File: config.mk
export PLATFORM = sky130hd
export DESIGN_NAME = arbiter_puf_ctrl
export DESIGN_NICKNAME = d
export VERILOG_FILES = /design/src/rtl/puf_pkg.sv /design/src/rtl/arbiter_chain.sv /design/src/rtl/arbiter_puf_ctrl.sv
export SDC_FILE = /design/constraint.sdc
export NUM_CORES = 1
export LEC_CHECK = 0
export ABC_AREA = 1
export CORE_MARGIN = 4
export CORE_UTILIZATION = 51
export DETAILED_ROUTE_END_ITERATION = 8
export GPL_TIMING_DRIVEN = 0
export PLACE_DENSITY = 0.79
export SKIP_CTS_REPAIR_TIMING = 1
export SLEW_MARGIN = 15
export SYNTH_ARGS = -nofsm -noshare
export SYNTH_HDL_FRONTEND = slang
export SYNTH_HIERARCHICAL = 1
export SYNTH_SLANG_ARGS = --single-unit
File: constraint.sdc
create_clock -name clk_i -period 1.4 [get_ports clk_i]
set_input_delay 0.28 -clock clk_i [delete_from_list [all_inputs] [get_ports clk_i]]
set_output_delay 0.28 -clock clk_i [all_outputs]
set_load 0.1 [all_outputs]
File: src/rtl/puf_pkg.sv
// Shared state encoding, chain drive levels and the challenge expander
// for the arbiter-PUF controller.
package puf_pkg;

  typedef enum logic [2:0] {
    IDLE   = 3'd0,
    RELAX  = 3'd1,
    FIRE   = 3'd2,
    SAMPLE = 3'd3,
    NEXT   = 3'd4,
    DONE   = 3'd5
  } puf_state_e;

  localparam logic [1:0] PUF_LAUNCH = 2'b11;
  localparam logic [1:0] PUF_RELAX  = 2'b00;

  // Widest chain the expander handles; callers zero-extend.
  localparam int PUF_MAX_STAGES = 256;

  typedef logic [PUF_MAX_STAGES-1:0] puf_vec_t;

  function automatic puf_vec_t puf_expand(
    input puf_vec_t c,
    input puf_vec_t mask
  );
    return {c[PUF_MAX_STAGES-2:0], ^(c & mask)};
  endfunction

endpackage

File: src/rtl/arbiter_chain.sv
// Arbiter delay chain: challenge-steered crossbar stages feeding an
// SR-style arbiter latch. Kept standalone so placement can pin it.
module arbiter_chain #(
  parameter int STAGES = 64
) (
  input  logic [1:0]        switch_i,
  input  logic [STAGES-1:0] challenge_i,
  output logic              resp_o
);

  logic top_w;
  logic bot_w;

  always_comb begin
    top_w = switch_i[1];
    bot_w = switch_i[0];
    for (int i = 0; i < STAGES; i++) begin
      if (challenge_i[i]) begin
        {top_w, bot_w} = {bot_w, top_w};
      end
    end
  end

  // First edge to arrive wins; a tie or a relaxed chain holds the result.
  always_latch begin
    if (top_w ^ bot_w) begin
      resp_o = top_w;
    end
  end

endmodule

File: src/rtl/arbiter_puf_ctrl.sv
// Arbiter-PUF evaluator: expands a seed, majority-votes each derived bit.
// Define PUF_STABILITY_EN to add the per-bit unstable_o flags.
module arbiter_puf_ctrl
  import puf_pkg::*;
#(
  parameter int STAGES        = 64,
  parameter int RESP_BITS     = 32,
  parameter int VOTES         = 5,
  parameter int RELAX_CYCLES  = 4,
  parameter int SETTLE_CYCLES = 8,
  parameter logic [STAGES-1:0] TAP_MASK =
    STAGES'(64'hD800_0000_0000_0000)
) (
  input  logic                 clk_i,
  input  logic                 rst_i,
  input  logic                 req_valid_i,
  output logic                 req_ready_o,
  input  logic [STAGES-1:0]    challenge_i,
  output logic                 resp_valid_o,
  input  logic                 resp_ready_i,
  output logic [RESP_BITS-1:0] resp_o,
  output logic                 busy_o
`ifdef PUF_STABILITY_EN
  ,
  output logic [RESP_BITS-1:0] unstable_o
`endif
);

  localparam int VW   = $clog2(VOTES + 1);
  localparam int BW   = (RESP_BITS > 1) ? $clog2(RESP_BITS) : 1;
  localparam int CMAX = (RELAX_CYCLES > SETTLE_CYCLES) ?
                        RELAX_CYCLES : SETTLE_CYCLES;
  localparam int CW   = (CMAX > 1) ? $clog2(CMAX) : 1;

  localparam logic [VW-1:0] VLAST = VW'(VOTES - 1);
  localparam logic [VW-1:0] VHALF = VW'(VOTES / 2);
  localparam logic [VW-1:0] VALL  = VW'(VOTES);
  localparam logic [BW-1:0] BLAST = BW'(RESP_BITS - 1);
  localparam logic [CW-1:0] RLAST = CW'(RELAX_CYCLES - 1);
  localparam logic [CW-1:0] SLAST = CW'(SETTLE_CYCLES - 1);

  if ((VOTES % 2) == 0 || VOTES < 1 || STAGES < 2 ||
      STAGES > PUF_MAX_STAGES || RESP_BITS < 1 ||
      RELAX_CYCLES < 1 || SETTLE_CYCLES < 3) begin : g_bad_cfg
    $error("arbiter_puf_ctrl: illegal parameter set");
  end

  puf_state_e state_q, state_d;
  logic [STAGES-1:0]    c_q, c_d;
  logic [BW-1:0]        bit_q, bit_d;
  logic [VW-1:0]        vote_q, vote_d;
  logic [VW-1:0]        ones_q, ones_d;
  logic [CW-1:0]        cyc_q, cyc_d;
  logic [1:0]           sync_q, sync_d;
  logic [RESP_BITS-1:0] resp_q, resp_d;
`ifdef PUF_STABILITY_EN
  logic [RESP_BITS-1:0] unst_q, unst_d;
`endif

  logic [1:0] chain_sw;
  logic       chain_resp;

  assign chain_sw = (state_q == FIRE) ? PUF_LAUNCH : PUF_RELAX;

  arbiter_chain #(
    .STAGES(STAGES)
  ) u_chain (
    .switch_i    (chain_sw),
    .challenge_i (c_q),
    .resp_o      (chain_resp)
  );

  // Free-running: the latch settles asynchronously to clk_i.
  assign sync_d = {sync_q[0], chain_resp};

  always_comb begin
    state_d = state_q;
    c_d     = c_q;
    bit_d   = bit_q;
    vote_d  = vote_q;
    ones_d  = ones_q;
    cyc_d   = cyc_q;
    resp_d  = resp_q;
`ifdef PUF_STABILITY_EN
    unst_d  = unst_q;
`endif
    unique case (state_q)
      IDLE: begin
        if (req_valid_i) begin
          c_d     = challenge_i;
          bit_d   = '0;
          vote_d  = '0;
          ones_d  = '0;
          cyc_d   = '0;
`ifdef PUF_STABILITY_EN
          unst_d  = '0;
`endif
          state_d = RELAX;
        end
      end
      RELAX: begin
        if (cyc_q == RLAST) begin
          cyc_d   = '0;
          state_d = FIRE;
        end else begin
          cyc_d = cyc_q + 1'b1;
        end
      end
      FIRE: begin
        if (cyc_q == SLAST) begin
          cyc_d   = '0;
          state_d = SAMPLE;
        end else begin
          cyc_d = cyc_q + 1'b1;
        end
      end
      SAMPLE: begin
        ones_d = ones_q + VW'(sync_q[1]);
        if (vote_q == VLAST) begin
          state_d = NEXT;
        end else begin
          vote_d  = vote_q + 1'b1;
          state_d = RELAX;
        end
      end
      NEXT: begin
        resp_d[bit_q] = (ones_q > VHALF);
`ifdef PUF_STABILITY_EN
        unst_d[bit_q] = (ones_q != '0) && (ones_q != VALL);
`endif
        ones_d = '0;
        vote_d = '0;
        c_d    = STAGES'(puf_expand(puf_vec_t'(c_q),
                                    puf_vec_t'(TAP_MASK)));
        if (bit_q == BLAST) begin
          state_d = DONE;
        end else begin
          bit_d   = bit_q + 1'b1;
          state_d = RELAX;
        end
      end
      DONE: begin
        if (resp_ready_i) begin
          state_d = IDLE;
        end
      end
      default: state_d = IDLE;
    endcase
  end

  always_ff @(posedge clk_i) begin
    if (rst_i) begin
      state_q <= IDLE;
      c_q     <= '0;
      bit_q   <= '0;
      vote_q  <= '0;
      ones_q  <= '0;
      cyc_q   <= '0;
      sync_q  <= '0;
      resp_q  <= '0;
`ifdef PUF_STABILITY_EN
      unst_q  <= '0;
`endif
    end else begin
      state_q <= state_d;
      c_q     <= c_d;
      bit_q   <= bit_d;
      vote_q  <= vote_d;
      ones_q  <= ones_d;
      cyc_q   <= cyc_d;
      sync_q  <= sync_d;
      resp_q  <= resp_d;
`ifdef PUF_STABILITY_EN
      unst_q  <= unst_d;
`endif
    end
  end

  assign req_ready_o  = (state_q == IDLE);
  assign resp_valid_o = (state_q == DONE);
  assign busy_o       = (state_q != IDLE);
  assign resp_o       = resp_q;
`ifdef PUF_STABILITY_EN
  assign unstable_o   = unst_q;
`endif

endmodule
==> flow_metrics.env <==
export IMPL_slew_headroom=0.6223
export IMPL_unclocked_regs=1
export IMPL_avgRoutedWirePerCell_um=14.99
export IMPL_post_place_ws_ps=-859.2
export IMPL_drt_pass1_iter_count=5
export IMPL_dieArea_sq_um=14700
export IMPL_leakage_nw=3.730
export IMPL_pwr_share_comb=0.466
export IMPL_hold_depth=2
export IMPL_max_freq_mhz=600.8
export IMPL_io_pins=103
export IMPL_untimed_endpoints=1
export IMPL_nets=1169
export IMPL_worstRegToRegCells=7
export IMPL_cts_max_level=4
export IMPL_vdd_drop_max_mv=3.050
export IMPL_antenna_found_initial=0
export IMPL_crit_arrival_ps=1940
export IMPL_fin_worst_skew_ps=6.828
export IMPL_hold_viol=0
export IMPL_yosysTopAreaCell="dfxtp_1"
export IMPL_place_hpwl_um=12740
export IMPL_synth_cell_types=27
export IMPL_place_congestion=0.9052
export IMPL_crit_family="simple AND/OR/NAND/NOR gates"
export IMPL_ys_dominant_reg_cell="dfxtp_1"
export IMPL_ys_warn_count=6
export IMPL_synth_edf_count=0
export IMPL_synth_area_sq_um=6539
export IMPL_overflow=0
export IMPL_start_util=0.5203
export IMPL_core_sq_um=12570
export IMPL_setup_viol=94
export IMPL_path_common_cell="nor2_4"
export IMPL_place_inst=1212
export IMPL_antenna_cells=0
export IMPL_crit_chain="nor2_4 -> buf_4 -> nand2_8 -> nor2_4 -> inv_4 -> o21ai_0 -> a21oi_1"
export IMPL_status="complete, but fails checks"
export IMPL_clk_latency_ps=420
export IMPL_drtAntennaViolNets=0
export IMPL_grt_use_total=0.2412
export IMPL_instances_no_fill=1271
export IMPL_rows=41
export IMPL_num_vias=7225
export IMPL_regArea_sq_um=2338
export IMPL_fin_crit_ps=1664
export IMPL_drc_errors=0
export IMPL_cp_num_buf_inv=2
export IMPL_seqPwrFrac=0.276
export IMPL_die_w_um=121.2
export IMPL_grt_start_max_net_pins=17
export IMPL_slowest_stage="dfxtp_4"
export IMPL_setup_ws_ps=-264.3
export IMPL_viasPerCell=5.685
export IMPL_hp_class="input pin to flop"
export IMPL_p_int_mw=9.430
export IMPL_grt_setup_unrepaired="true"
export IMPL_yosysMostFrequentCell="nand3_1"
export IMPL_synthArstFlopShare=0
export IMPL_grt_pass1_vias=6290
export IMPL_synthTopCellsByCount="nand3_1, nand2_1, dfxtp_1"
export IMPL_cp_end_kind="flop"
export IMPL_multi_input_area_sq_um=3765
export IMPL_cts_max_path_buffers=2
export IMPL_maxCapViolations=0
export IMPL_ys_ff_latch=116
export IMPL_p_sw_frac=0.4222
export IMPL_syn_to_final_growth_pct=37.14
export IMPL_synth_top_area_share=0.3521
export IMPL_critPathKind="flop to flop"
export IMPL_synth_area_leaders="dfxtp_1, nand3_1, nand2_1"
export IMPL_cts_tree="done"
export IMPL_tightest_slew_ps=566.6
export IMPL_numCtsBuffers=17
export IMPL_n_fill_cell=1020
export IMPL_violations="negative setup slack"
export IMPL_cp_depth=7
export IMPL_wl_um=19050
export IMPL_crit_fanout=8
export IMPL_switching_power_mw=6.892
export IMPL_slowest_delay_ps=360
export IMPL_p_per_area_nw_per_um2=1820
export IMPL_die_h_um=121.2
export IMPL_cts_root_buf="clkbuf_16"
export IMPL_critPathLaunchType="flop"
export IMPL_syn_nets=1020
export IMPL_avgSynthCellArea_sq_um=6.964
export IMPL_synth_cells=939
export IMPL_port_buffers=101
export IMPL_drive_gt1_frac=0.1729
export IMPL_slew_viol_final=0
export IMPL_p_clk_frac=0.259
export IMPL_drtIter0Drc=499
export IMPL_fin_crit_sh=1.189
export IMPL_critPathRequiredTime_ps=1680
export IMPL_grt_first_pass_wirelength_um=28880
export IMPL_clk_pin_slew_ps=50
==> path summary, 6_finish.rpt <==
path	from	to	slack (ps)
max	state_q[1]	resp_o[29]	-260
min	rst_i	resp_o[21]	370
max reg2reg	state_q[1]	resp_o[29]	-260
min reg2reg	sync_q[0]	sync_q[1]	410
==> cell usage in the layout, fill, tap and decap left out, types with 3 or more instances in the layout <==
cell type and instances:
buf_8 3, ha_1 11, nor3_2 6, inv_4 5
o21ai_2 3, buf_12 9, clkbuf_8 3, inv_1 100
nor2_1 15, nor3_1 5, a21oi_2 4, clkbuf_1 6
nand3_1 290, clkbuf_16 19, a21oi_1 43, o221ai_2 11
o221ai_1 52, dfxtp_1 108, clkinv_2 5, nand2_1 168
clkbuf_2 4, nand4_1 3, clkbuf_4 17, buf_6 14
nand2_8 3, dfxtp_4 5, inv_2 4, clkinvlp_4 4
nor2_4 6, o21ai_1 13, clkdlybuf4s50_1 66, buf_4 40
o21ai_0 23, nor3_4 3, buf_2 6
==> flip-flops by register name, summed over array words and instances, names as in the netlist, 2 cells and up <==
name / count
sync_q: 2
cyc_q: 3
state_q: 3
resp_o: 32
c_q: 64
ones_q: 3
bit_q: 5
vote_q: 3
==> power groups by stage <==
stage / Combinational, mW / Clock, mW / Sequential [mW]
floorplan: 5.52 / 0 / 4.37
global placement: 6.56 / 0 / 4.49
detailed placement: 6.78 / 0 / 4.51
CTS: 6.84 / 4.28 / 4.44
global route: 8.46 / 4.44 / 4.59
finish: 7.60 / 4.22 / 4.50
==> cells by family (layout without fill, tap and decap cells) <==
group | after synthesis | in the layout | synth area share
latches | 1 | 1 | 0.002296
and+or+nand+nor | 505 | 505 | 0.3586
xor gates and xnor gates | 3 | 3 | 0.004019
adders and majority gates | 13 | 13 | 0.02488
DFF | 115 | 115 | 0.3521
AOI/OAI and AO/OA | 150 | 150 | 0.1607
buffers and inverters | 152 | 312 | 0.09740
==> through the flow <==
| step | total power, mW | utilization | hold WS, ps | instance area (sq um) | TNS [ps] |
|---|---|---|---|---|---|
| final | 16.32 | 0.7135 | 370.5 | 8967 | -8235 |
| after floorplan | 9.895 | - | 388.3 | 6590 | -110.2 |
| after detailed placement | 11.29 | 0.6219 | 399.8 | 7816 | -45450 |
| after global placement | 11.05 | 0.6219 | 399.4 | 7816 | -43330 |
| after global routing | 17.49 | 0.7135 | 417.3 | 8967 | -16810 |
| after CTS | 15.57 | 0.6677 | 364.4 | 8392 | -50930 |
==> routing by layer <==
layer | track usage | vias up | part of all wire | routed length, um
li1 | - | 3605 | - | -
met2 | 0.3873 | 269 | 0.48 | 9117
met1 | 0.3117 | 3305 | 0.42 | 7910
met5 | 0 | - | 0 | 0
met4 | 0.09524 | 0 | 0.026 | 501
met3 | 0.06014 | 46 | 0.080 | 1524
==> area by class of cell <==
type,instances,share of cell area
Multi-Input combinational cell,671,0.4198
Sequential cell,116,0.2608
Timing Repair Buffer,130,0.1425
Inverter,114,0.05302
Clock buffer,20,0.05204
Buffer,38,0.03572
Tap cell,172,0.02400
Clock inverter,10,0.01214
Power figures use the tool's default switching activity.
